### src/rtl/vid_pattern_gen_if.sv
// rtl/vid_pattern_gen_if.sv - registered video output bus (controls, pixel, frame marker)
interface vid_pattern_gen_if #(
    parameter int COMP_W = 12
);
    logic                  de;
    logic                  hsync;
    logic                  vsync;
    logic                  frame_start;
    logic [3*COMP_W-1:0]   d;

    modport master (output de, output hsync, output vsync, output frame_start, output d);
    modport slave  (input  de, input  hsync, input  vsync, input  frame_start, input  d);
endinterface

### src/rtl/vid_pattern_gen.sv
// rtl/vid_pattern_gen.sv - video timing and test-pattern generator; VID_PATTERN_GEN_SCROLL_EN enables the scrolling split offset
module vid_pattern_gen #(
    parameter int H_ACTIVE   = 640,
    parameter int H_FRONT    = 16,
    parameter int H_SYNC     = 96,
    parameter int H_BACK     = 48,
    parameter int V_ACTIVE   = 480,
    parameter int V_FRONT    = 10,
    parameter int V_SYNC     = 2,
    parameter int V_BACK     = 33,
    parameter bit HSYNC_POL  = 1'b1,
    parameter bit VSYNC_POL  = 1'b1,
    parameter int COMP_W     = 12,
    parameter int CNT_W      = 12,
    parameter int GRAD_SHIFT = 3
) (
    input  logic                vid_clk,
    input  logic                vid_reset_n,
    input  logic                enable,
    input  logic [1:0]          pattern_sel,
    input  logic [3*COMP_W-1:0] solid_rgb,
    vid_pattern_gen_if.master   vid
);
    localparam int H_BLANK = H_FRONT + H_SYNC + H_BACK;
    localparam int H_TOTAL = H_BLANK + H_ACTIVE;
    localparam int V_BLANK = V_FRONT + V_SYNC + V_BACK;
    localparam int V_TOTAL = V_BLANK + V_ACTIVE;
    localparam int BAR_W   = H_ACTIVE / 8;

    logic [CNT_W-1:0]    col;
    logic [CNT_W-1:0]    line;
    logic [CNT_W-1:0]    offset;
    logic [1:0]          pat_q;
    logic                last_col;
    logic                last_line;
    logic                frame_origin;
    logic                de_c;
    logic                hs_act;
    logic                vs_act;
    logic [CNT_W-1:0]    x;
    logic [CNT_W-1:0]    y;
    logic [2:0]          bar;
    logic [COMP_W-1:0]   x_sh;
    logic [COMP_W-1:0]   y_sh;
    logic [COMP_W-1:0]   xy_sh;
    logic [3*COMP_W-1:0] pixel;

    function automatic logic [COMP_W-1:0] shl(input logic [CNT_W-1:0] v);
        return COMP_W'({{COMP_W{1'b0}}, v} << GRAD_SHIFT);
    endfunction

    assign last_col     = (col == CNT_W'(H_TOTAL - 1));
    assign last_line    = (line == CNT_W'(V_TOTAL - 1));
    assign frame_origin = (col == '0) && (line == '0);

    always_ff @(posedge vid_clk or negedge vid_reset_n) begin
        if (!vid_reset_n) begin
            col  <= '0;
            line <= '0;
        end else if (!enable) begin
            col  <= '0;
            line <= '0;
        end else if (last_col) begin
            col  <= '0;
            line <= last_line ? '0 : line + 1'b1;
        end else begin
            col  <= col + 1'b1;
        end
    end

    // Pattern only changes at the frame origin so a frame is never drawn with two patterns.
    always_ff @(posedge vid_clk or negedge vid_reset_n) begin
        if (!vid_reset_n) begin
            pat_q <= 2'd0;
        end else if (!enable || frame_origin) begin
            pat_q <= pattern_sel;
        end
    end

`ifdef VID_PATTERN_GEN_SCROLL_EN
    always_ff @(posedge vid_clk or negedge vid_reset_n) begin
        if (!vid_reset_n) begin
            offset <= '0;
        end else if (enable && last_col && last_line) begin
            offset <= (offset == CNT_W'(V_ACTIVE - 1)) ? '0 : offset + 1'b1;
        end
    end
`else
    assign offset = '0;
`endif

    assign de_c   = (col >= CNT_W'(H_BLANK)) && (line >= CNT_W'(V_BLANK));
    assign hs_act = (col >= CNT_W'(H_FRONT)) && (col < CNT_W'(H_FRONT + H_SYNC));
    assign vs_act = (line >= CNT_W'(V_FRONT)) && (line < CNT_W'(V_FRONT + V_SYNC));
    assign x      = col - CNT_W'(H_BLANK);
    assign y      = line - CNT_W'(V_BLANK);
    assign bar    = 3'(x / CNT_W'(BAR_W));
    assign x_sh   = shl(x);
    assign y_sh   = shl(y);
    assign xy_sh  = shl(x ^ y);

    always_comb begin
        pixel = '0;
        case (pat_q)
            2'd0: pixel = {{COMP_W{bar[2]}}, {COMP_W{bar[1]}}, {COMP_W{bar[0]}}};
            2'd1: pixel = {x_sh, y_sh, xy_sh};
            2'd2: pixel = (y < offset) ? {{COMP_W{1'b1}}, y_sh, x_sh}
                                       : {y_sh, {COMP_W{1'b1}}, x_sh};
            default: pixel = solid_rgb;
        endcase
    end

    always_ff @(posedge vid_clk or negedge vid_reset_n) begin
        if (!vid_reset_n) begin
            vid.de          <= 1'b0;
            vid.hsync       <= ~HSYNC_POL;
            vid.vsync       <= ~VSYNC_POL;
            vid.d           <= '0;
            vid.frame_start <= 1'b0;
        end else begin
            vid.de          <= enable && de_c;
            vid.hsync       <= (enable && hs_act) ? HSYNC_POL : ~HSYNC_POL;
            vid.vsync       <= (enable && vs_act) ? VSYNC_POL : ~VSYNC_POL;
            vid.d           <= (enable && de_c) ? pixel : '0;
            vid.frame_start <= enable && frame_origin;
        end
    end
endmodule

### src/flat_wrapper.sv
// flat-port wrapper written by rule: the top's interface ports become plain ports
module vid_pattern_gen_flat 
#(
    parameter int H_ACTIVE   = 640,
    parameter int H_FRONT    = 16,
    parameter int H_SYNC     = 96,
    parameter int H_BACK     = 48,
    parameter int V_ACTIVE   = 480,
    parameter int V_FRONT    = 10,
    parameter int V_SYNC     = 2,
    parameter int V_BACK     = 33,
    parameter bit HSYNC_POL  = 1'b1,
    parameter bit VSYNC_POL  = 1'b1,
    parameter int COMP_W     = 12,
    parameter int CNT_W      = 12,
    parameter int GRAD_SHIFT = 3
)
  (vid_clk, vid_reset_n, enable, pattern_sel, solid_rgb, vid_de, vid_hsync, vid_vsync, vid_frame_start, vid_d);
  vid_pattern_gen_if #(.COMP_W(COMP_W)) vid_i ();
  input  logic vid_clk;
  input  logic vid_reset_n;
  input  logic enable;
  input  logic [1:0] pattern_sel;
  input  logic [3*COMP_W-1:0] solid_rgb;
  output wire logic [$bits(vid_i.de)-1:0] vid_de;
  output wire logic [$bits(vid_i.hsync)-1:0] vid_hsync;
  output wire logic [$bits(vid_i.vsync)-1:0] vid_vsync;
  output wire logic [$bits(vid_i.frame_start)-1:0] vid_frame_start;
  output wire logic [$bits(vid_i.d)-1:0] vid_d;
  assign vid_de = vid_i.de;
  assign vid_hsync = vid_i.hsync;
  assign vid_vsync = vid_i.vsync;
  assign vid_frame_start = vid_i.frame_start;
  assign vid_d = vid_i.d;
  vid_pattern_gen #(.H_ACTIVE(H_ACTIVE), .H_FRONT(H_FRONT), .H_SYNC(H_SYNC), .H_BACK(H_BACK), .V_ACTIVE(V_ACTIVE), .V_FRONT(V_FRONT), .V_SYNC(V_SYNC), .V_BACK(V_BACK), .HSYNC_POL(HSYNC_POL), .VSYNC_POL(VSYNC_POL), .COMP_W(COMP_W), .CNT_W(CNT_W), .GRAD_SHIFT(GRAD_SHIFT)) u_core (.vid_clk(vid_clk), .vid_reset_n(vid_reset_n), .enable(enable), .pattern_sel(pattern_sel), .solid_rgb(solid_rgb), .vid(vid_i));
endmodule
### config.mk
export PLATFORM = sky130hd
export DESIGN_NAME = vid_pattern_gen_flat
export DESIGN_NICKNAME = d
export VERILOG_FILES = /design/src/rtl/vid_pattern_gen_if.sv /design/src/rtl/vid_pattern_gen.sv /design/src/flat_wrapper.sv
export SDC_FILE = /design/constraint.sdc
export NUM_CORES = 1
export LEC_CHECK = 0
export CAP_MARGIN = 10
export CORE_MARGIN = 2
export CORE_UTILIZATION = 53
export CTS_CLUSTER_DIAMETER = 100
export CTS_CLUSTER_SIZE = 30
export DETAILED_ROUTE_END_ITERATION = 8
export MAX_ROUTING_LAYER = met4
export PLACE_DENSITY = 0.81
export REMOVE_ABC_BUFFERS = 1
export SYNTH_ARGS = -nofsm -noshare
export SYNTH_HDL_FRONTEND = slang
export SYNTH_SLANG_ARGS = --single-unit
### constraint.sdc
create_clock -name vid_clk -period 5.2 [get_ports vid_clk]
set_clock_uncertainty 0.2 [all_clocks]
set_input_delay 0.78 -clock vid_clk [delete_from_list [all_inputs] [get_ports vid_clk]]
set_output_delay 0.78 -clock vid_clk [all_outputs]
set_load 0.02 [all_outputs]
==> results.cfg, run 1 <==
[yosys]
synth_cell_type_count = 68
synthFlopType = dfrtp_1
synth-seq-cells = 66
synth_top_cells_by_area = dfrtp_1 39%, nand2_1 4.5%, o21ai_0 4.5%, nor2_1 4.4%, ha_1 3.0%
syn_avg_cell_area_um2 = 8.77
synth_most_common_cell = dfrtp_1
syn_area_mm2 = 0.00422
yosysTopAreaCellShare = 0.391
synthTopCellsByCount = 66 x dfrtp_1, 51 x nand2_1, 50 x nor2_1, 38 x o21ai_0, 23 x clkbuf_1
yosys.area.top_type = dfrtp_1
synth_edf_count = 0
ys_seq_area_frac = 0.391
async_flop_share = 1.00
synthCells = 481
ys.warnings.count = 0

[cts]
clkSlewWorstSetupHoldPaths_ps = 80
cts_resized = 0
cts_max_level = 3
numCtsBuffers = 9
cts_tree = built
cts_root_buf = clkbuf_8
clkLatencyLatePin_ps = 360
hold_buffers = 0
clockBufferDepth = 2
postCtsSetupRepairBufs = 0
cts_num_sinks = 66

[timing]
maxSlewViolCount = 0
hold_viol_final = 0
setup_viol = 0
slew_headroom = 0.432
worstMarginPinSlew_ps = 850
layout_min_cycle_time_ps = 4440
fmax_mhz = 225
fin_setup_tns_ps = 0
finalCritPeriodShare = 0.854
fin_ws_ps = 760
rsz0062_at_grt = no

[layout]
nFillCells = 623
final_nets = 596
fin_util = 0.678
diodes = 0
final_cell_count_no_fill = 651
syn_to_final_growth_pct = 24.3
drive_gt1_frac = 0.0965

[placed_design]
place_ws_ps = 835
dp.cells = 636
gp_congestion = 0.932
dp_hpwl_um = 8410
io_buffers = 80

[detailed_routing]
dr_wl_met3_um = 896
dr.max_layer_used = met4
postRouteAntennaNets = 0
drt_iter0_drc = 230
wl_um = 11600
avgRoutedWirePerCell_um = 17.8
wl_met1_um = 4950
vias = 3979
first_pass_iters = 5
drcViolationCount = 0
dr_wl_met2_um = 5540
vias_per_cell = 6.11

[critical_path]
cp-start-kind = flop
critPathArrivalTime_ps = 4450
worstPathMaxFanout = 11
critical-path-max-stage-delay_ps = 450
cpMaxStageDelayCell = dfrtp_1
critical_path.cell_chain = inv_1, ha_1, and4b_1, a2111o_1, o211ai_1, mux2_4, or2_1, mux2_2, nor3_2, nor4_2, o31ai_4, o21ai_2, a221oi_1
r2r_slack_ps = 760
cp_data_required_time_ps = 5210
crit_path_end_kind = flop
critPathKind = flop to flop

[global_routing]
antenna_found_initial = 0
gr-total-overflow = 0
grtUsageTotal = 0.283
grt_max_degree = 67
grt_first_pass_wirelength_um = 18800
grt_pass1_vias = 3681

[floorplan]
dieArea_mm2 = 0.00869
dieWidth_um = 93.2
die_y_um = 93.2
start_util = 0.546
core_mm2 = 0.00773
rows = 32
io_pins = 81

[power_and_ir_drop]
leakage_uw = 0.00221
power_uw = 1110
combPwrFrac = 0.116
pwr-share-seq = 0.481
p_sw_frac = 0.262
p_per_area_mw_per_mm2 = 212
clock_power_share = 0.404
ir_drop_v = 0.000178
intPower_uw = 818
power_switching_uw = 291

[run]
maxCapViolations = 0

[run_status]
status = complete, no violations

[hold_path]
min_path_type = flop to flop
## stage by stage
stage	hold slack, ps	area [um^2]
floorplan	283	4080
global placement	299	5040
finish	320	5240
CTS	322	5240
detailed placement	305	5040
global route	365	5240
## flip-flops by register name, summed over array words and instances, names as in the netlist
register	cells
u_core.vid.d	36
u_core.col	12
u_core.vid.hsync	1
u_core.line	12
u_core.vid.vsync	1
u_core.vid.frame_start	1
u_core.vid.de	1
u_core.pat_q	2
## metal layers
metal  vias to the layer above  GRT usage
met5                         -          -
met4                         0     0.0944
met3                        19     0.0459
met2                       206      0.442
met1                      1871      0.379
li1                       1883          -
## cells by family after synthesis
kind of cell | after synthesis | share of synthesized area
AND/OR/NAND/NOR | 184 | 0.216
AO/OA/AOI/OAI | 143 | 0.247
flip-flops | 66 | 0.391
buffers and inverters | 47 | 0.0466
XOR/XNOR | 23 | 0.0477
adder cells (fa/ha/maj) | 10 | 0.0297
multiplexers | 8 | 0.0208
## area by class of cell
class | count | area, um^2 | area share
repair buffers | 85 | 833 | 0.159
flip-flops and latches | 66 | 1650 | 0.315
clock inverters | 4 | 51.3 | 0.00979
well taps | 102 | 128 | 0.0243
inverters | 15 | 56.3 | 0.0107
multi-input cells | 368 | 2370 | 0.452
clock buffers | 11 | 151 | 0.0289
## path summary, 6_finish.rpt
path                       cells past startpoint               end            start
min reg2reg                                    2   u_core.line[11]  u_core.line[11]
min                                            2   u_core.line[11]  u_core.line[11]
max in group asynchronous                      2     u_core.col[2]      vid_reset_n
max                                           13   u_core.vid.d[4]    u_core.col[6]
max reg2reg                                   13   u_core.vid.d[4]    u_core.col[6]
min in group asynchronous                      2  u_core.vid.vsync      vid_reset_n
## cell usage in the layout, fill, tap and decap left out, types with 7 or more instances in the layout
cell              n
clkdlybuf4s50_1  79
o21ai_0          38
and3_1            9
nand3_1          15
nor2_1           50
clkbuf_8         11
dfrtp_1          66
o221a_2          10
nand2_1          51
o22ai_1          18
xnor2_1          13
xor2_1           10
nor3_1           15
inv_1            13
ha_1             10
a211oi_1          7
a21oi_1          19
## worst max-delay path, delay by kind of cell, from the launching register on
| family | cells | cell delay (ps) |
|---|---|---|
| AOI/OAI and AO/OA | 5 | 1370 |
| adders and majority gates | 1 | 450 |
| buffers and inverters | 1 | 150 |
| DFF | 1 | 450 |
| muxes | 2 | 660 |
| and+or+nand+nor | 4 | 1000 |
## power by group through the flow
stage	clock network [uW]	logic, uW	registers, uW
floorplan	0	61.8	539
global placement	0	127	542
detailed placement	0	127	542
CTS	451	128	533
global route	476	141	534
finish	448	128	533
(Power assumes the default switching activity.)
==> run 2: changes to the inputs <==
- CORE_UTILIZATION: 53 -> 40
- CTS_CLUSTER_DIAMETER: 100 -> not set
- PLACE_DENSITY: 0.81 -> 0.74
==> run 2 against run 1 <==
Effect of this change:
- non-clock buffer count shrank 1
- worst setup slack gained 22 ps
- final area grew 0.67%
- core utilization shrank 16 points
- wire length shrank 0.25%
- combinational power is essentially flat
- fmax grew 0.49%
- via count shrank 0.43%
- first-iteration DRC count grew 53%
- clock-buffer cell count shrank 1
==> results.cfg, run 2 (synthesis results as in run 1) <==
[hold_path]
min_path_type = input port to asynchronous set/reset pin

[power_and_ir_drop]
power_switching_uw = 304
leakage_uw = 0.00220
intPower_uw = 808
power_uw = 1110
p_sw_frac = 0.273
clock_power_share = 0.404
p_per_area_mw_per_mm2 = 211
pwr-share-seq = 0.480
ir_drop_v = 0.000103
combPwrFrac = 0.117

[layout]
final_nets = 595
fin_util = 0.514
nFillCells = 965
reg_top3 = u_core.vid.d: 36 flops, u_core.col: 12 flops, u_core.line: 12 flops
diodes = 0
syn_to_final_growth_pct = 25.1
final_common_cell = clkdlybuf4s50_1
layout_common_cells = 79 x clkdlybuf4s50_1, 66 x dfrtp_1, 51 x nand2_1
largest_reg_flops = 36
drive_gt1_frac = 0.0965
regMostFlops = u_core.vid.d
multiInputGateArea_mm2 = 0.00237
seqCellArea_mm2 = 0.00165

[critical_path]
crit_path_end_kind = flop
critPathArrivalTime_ps = 4390
cp_data_required_time_ps = 5170
critical-path-max-stage-delay_ps = 520
path_buf_inv = 1
critical_path.cell_chain = inv_1, ha_1, nand2b_1, or4_1, o211ai_1, mux2i_1, nor3_1, o31ai_2, a21oi_2, a221oi_2, nand3_2, o41ai_4, a221oi_1
cp-start-kind = flop
critPathTopFamily = compound AO/OA/AOI/OAI gates
worstPathMaxFanout = 7
critPathKind = flop to flop
cpMaxStageDelayCell = or4_1

[floorplan]
dieArea_mm2 = 0.0114
rows = 37
start_util = 0.411
dieWidth_um = 107
die_y_um = 107
core_mm2 = 0.0103
io_pins = 81

[cts]
numCtsBuffers = 9
cts_resized = 0
clkLatencyLatePin_ps = 350
clkSlewWorstSetupHoldPaths_ps = 80
cts_tree = built
hold_buffers = 0
postCtsSetupRepairBufs = 0
cts_root_buf = clkbuf_8
clockBufferDepth = 2
cts_max_level = 3
cts_num_sinks = 66

[timing]
finalCritPeriodShare = 0.850
slew_headroom = 0.336
fmax_mhz = 226
layout_min_cycle_time_ps = 4420
setup_viol = 0
hold_viol_final = 0
fin_setup_tns_ps = 0
hold_slack_ps = 329
worstMarginPinSlew_ps = 987
maxSlewViolCount = 0
rsz0062_at_grt = no

[detailed_routing]
postRouteAntennaNets = 0
wl_um = 11600
avgRoutedWirePerCell_um = 16.9
wl_met1_um = 5170
first_pass_iters = 5
dr.max_layer_used = met4
dr_wl_met3_um = 716
dr_wl_met2_um = 5330
vias_per_cell = 5.78
drt_iter0_drc = 352
vias = 3962
drcViolationCount = 0

[global_routing]
grt_pass1_vias = 3804
grt_max_degree = 40
grtUsageTotal = 0.215
grt_first_pass_wirelength_um = 19100
antenna_found_initial = 0
gr-total-overflow = 0

[run]
maxCapViolations = 0

[placed_design]
dp_hpwl_um = 8570
io_buffers = 80
gp_congestion = 1.03

[run_status]
status = complete, no violations
==> run 2: worst paths after layout <==
kind	from	end	slack, ps	cells past startpoint
hold reg to reg	u_core.line[11]	u_core.line[11]	350	2
min in group vid_clk	u_core.line[11]	u_core.line[11]	350	2
setup / recovery	u_core.col[6]	u_core.vid.d[11]	780	13
setup reg to reg	u_core.col[6]	u_core.vid.d[11]	780	13
max in group asynchronous	vid_reset_n	u_core.vid.d[6]	3580	2
hold / removal	vid_reset_n	u_core.vid.d[29]	330	1
==> run 2: per-stage QoR <==
stage	setup WS (ps)	cell area (um^2)	instances
2_1_floorplan	897	4080	449
3_3_place_gp	992	5070	669
3_5_place_dp	869	5070	669
4_1_cts	840	5280	685
5_1_grt	478	5280	685
6_report	782	5280	685
==> run 2: power by group through the flow <==
stage	sequential (uW)	combinational, uW	clock [uW]
final	534	130	449
after global routing	535	143	479
after CTS	533	130	457
after detailed placement	543	129	0
after global placement	543	128	0
after floorplan	539	61.8	0
==> run 2: metal layers <==
layer,track usage,vias to the layer above
met4,0.0974,0
met1,0.278,1884
li1,-,1885
met5,-,-
met3,0.0395,29
met2,0.330,164
==> run 2: cell type report <==
cell class / count / share of cell area
well taps: 136 / 0.0322
inverters: 15 / 0.0107
clock inverters: 6 / 0.0123
multi-input cells: 368 / 0.449
flip-flops and latches: 66 / 0.313
clock buffers: 10 / 0.0261
repair buffers: 84 / 0.156
==> run 3: changes to the inputs <==
- clock period: 5.2 -> 4.55 ns (I/O delays scaled with it)
==> run 3 against run 2 <==
Effect of this change:
- final area increased by 1.1%
- fmax up 3.0%
- sequential power up 14%
- power grew 20%
- sequential share of layout area down 0.35 points
- critical path depth is the same
- core utilization rose by 0.58 points
- combinational power grew 14%
- global-route usage about the same
- clock-buffer cell count decreased by 1
- largest cell class unchanged
==> results.cfg, run 3 (synthesis results as in run 1) <==
[run_status]
status = complete, no violations

[timing]
rsz0062_at_grt = no
layout_min_cycle_time_ps = 4290
maxSlewViolCount = 0
hold_viol_final = 0
hold_slack_ps = 199
fmax_mhz = 233
worstMarginPinSlew_ps = 948
finalCritPeriodShare = 0.942
setup_viol = 0
fin_setup_tns_ps = 0
slew_headroom = 0.362

[cts]
postCtsSetupRepairBufs = 0
clockBufferDepth = 2
cts_tree = built
numCtsBuffers = 9
cts_max_level = 3
clkSlewWorstSetupHoldPaths_ps = 80
cts_num_sinks = 66
clkLatencyLatePin_ps = 350
cts_root_buf = clkbuf_8

[detailed_routing]
postRouteAntennaNets = 0
vias_per_cell = 5.83
vias = 4020
avgRoutedWirePerCell_um = 17.0
drt_iter0_drc = 336
wl_um = 11700
drcViolationCount = 0
first_pass_iters = 5

[critical_path]
critPathTopFamily = compound AO/OA/AOI/OAI gates
critPathKind = flop to flop
crit_path_end_kind = flop
worstPathMaxFanout = 7
crit_cells = 13
cpMaxStageDelayCell = dfrtp_1
cp-start-kind = flop
critPathArrivalTime_ps = 4310
critical-path-max-stage-delay_ps = 460
ff2ff_path_depth = 13
path_buf_inv = 1
critical_path.cell_chain = inv_1, ha_1, and4b_1, a2111o_1, o211ai_1, mux2_4, or2_1, mux2_2, nor3_2, nor4_2, o31ai_4, o21ai_2, a221oi_1
cp_data_required_time_ps = 4570

[floorplan]
die_y_um = 107
dieArea_mm2 = 0.0114
rows = 37
core_mm2 = 0.0103
dieWidth_um = 107
io_pins = 81
start_util = 0.411

[placed_design]
io_buffers = 80
dp_hpwl_um = 8600
place_area_mm2 = 0.00510
gp_congestion = 1.01

[hold_path]
min_path_type = input port to asynchronous set/reset pin

[layout]
regMostFlops = u_core.vid.d
drive_gt1_frac = 0.107
layout_common_cells = 79 x clkdlybuf4s50_1, 66 x dfrtp_1, 51 x nand2_1
final_cell_area_mm2 = 0.00534
nFillCells = 976
largest_reg_flops = 36
seqCellArea_mm2 = 0.00165
multiInputGateArea_mm2 = 0.00238
final_nets = 599
final_common_cell = clkdlybuf4s50_1
diodes = 0
reg_top3 = u_core.vid.d: 36 flops, u_core.col: 12 flops, u_core.line: 12 flops
syn_to_final_growth_pct = 26.5

[global_routing]
grt_max_degree = 36
grt_first_pass_wirelength_um = 19100
gr-total-overflow = 0
grt_pass1_vias = 3799
antenna_found_initial = 0
grtUsageTotal = 0.215

[power_and_ir_drop]
ir_drop_v = 0.000128
p_per_area_mw_per_mm2 = 249
leakage_uw = 0.00224
power_uw = 1330

[run]
maxCapViolations = 0
run 3: timing repair:
action / in CTS / in global routing
hold buffers: 0 / 0
hold endpoints to repair: 0 / 0
setup endpoints to repair: 0 / 21
resized for setup: 0 / 3
run 3: path summary, 6_finish.rpt:
| kind | start | endpoint | slack (ps) |
|---|---|---|---|
| hold reg to reg | u_core.line[11] | u_core.line[11] | 340 |
| setup reg to reg | u_core.col[6] | u_core.vid.d[3] | 260 |
| setup / recovery | u_core.col[6] | u_core.vid.d[3] | 260 |
| min in group vid_clk | u_core.line[11] | u_core.line[11] | 340 |
| hold / removal | vid_reset_n | u_core.vid.d[34] | 200 |
| max in group asynchronous | vid_reset_n | u_core.vid.d[33] | 3020 |
run 3: stage by stage:
step            util  std cells  worst slack [ps]
2_1_floorplan      -        449               247
3_3_place_gp   0.497        673               331
3_5_place_dp   0.497        673               265
4_1_cts        0.519        689               250
5_1_grt        0.519        689              19.9
6_report       0.519        689               262
run 3: area by class of cell:
cell class              instances  area share
flip-flops and latches         66       0.309
well taps                     136      0.0319
repair buffers                 88       0.160
inverters                      15      0.0105
clock buffers                   9      0.0232
clock inverters                 7      0.0188
multi-input cells             368       0.446
run 3: per-layer routing:
metal	GRT usage	share of wire	vias up
met5	-	0	-
met4	0.0705	0.022	0
met3	0.0432	0.064	21
met2	0.337	0.47	178
met1	0.281	0.44	1912
li1	-	-	1909
run 3: worst register-to-register path, delay by kind of cell, from the launching register on:
kind	cells	cell delay, ps
AOI/OAI and AO/OA	5	1420
adders and majority gates	1	330
buffers and inverters	1	150
DFF	1	460
muxes	2	680
and+or+nand+nor	4	940
run 3: power by group:
part           total [uW]  leakage [uW]  internal [uW]  switching, uW
Clock                 572      0.000114            313            259
Sequential            610      0.000915            591           19.5
Combinational         148       0.00121           63.8           84.3
Total                1330       0.00224            968            362
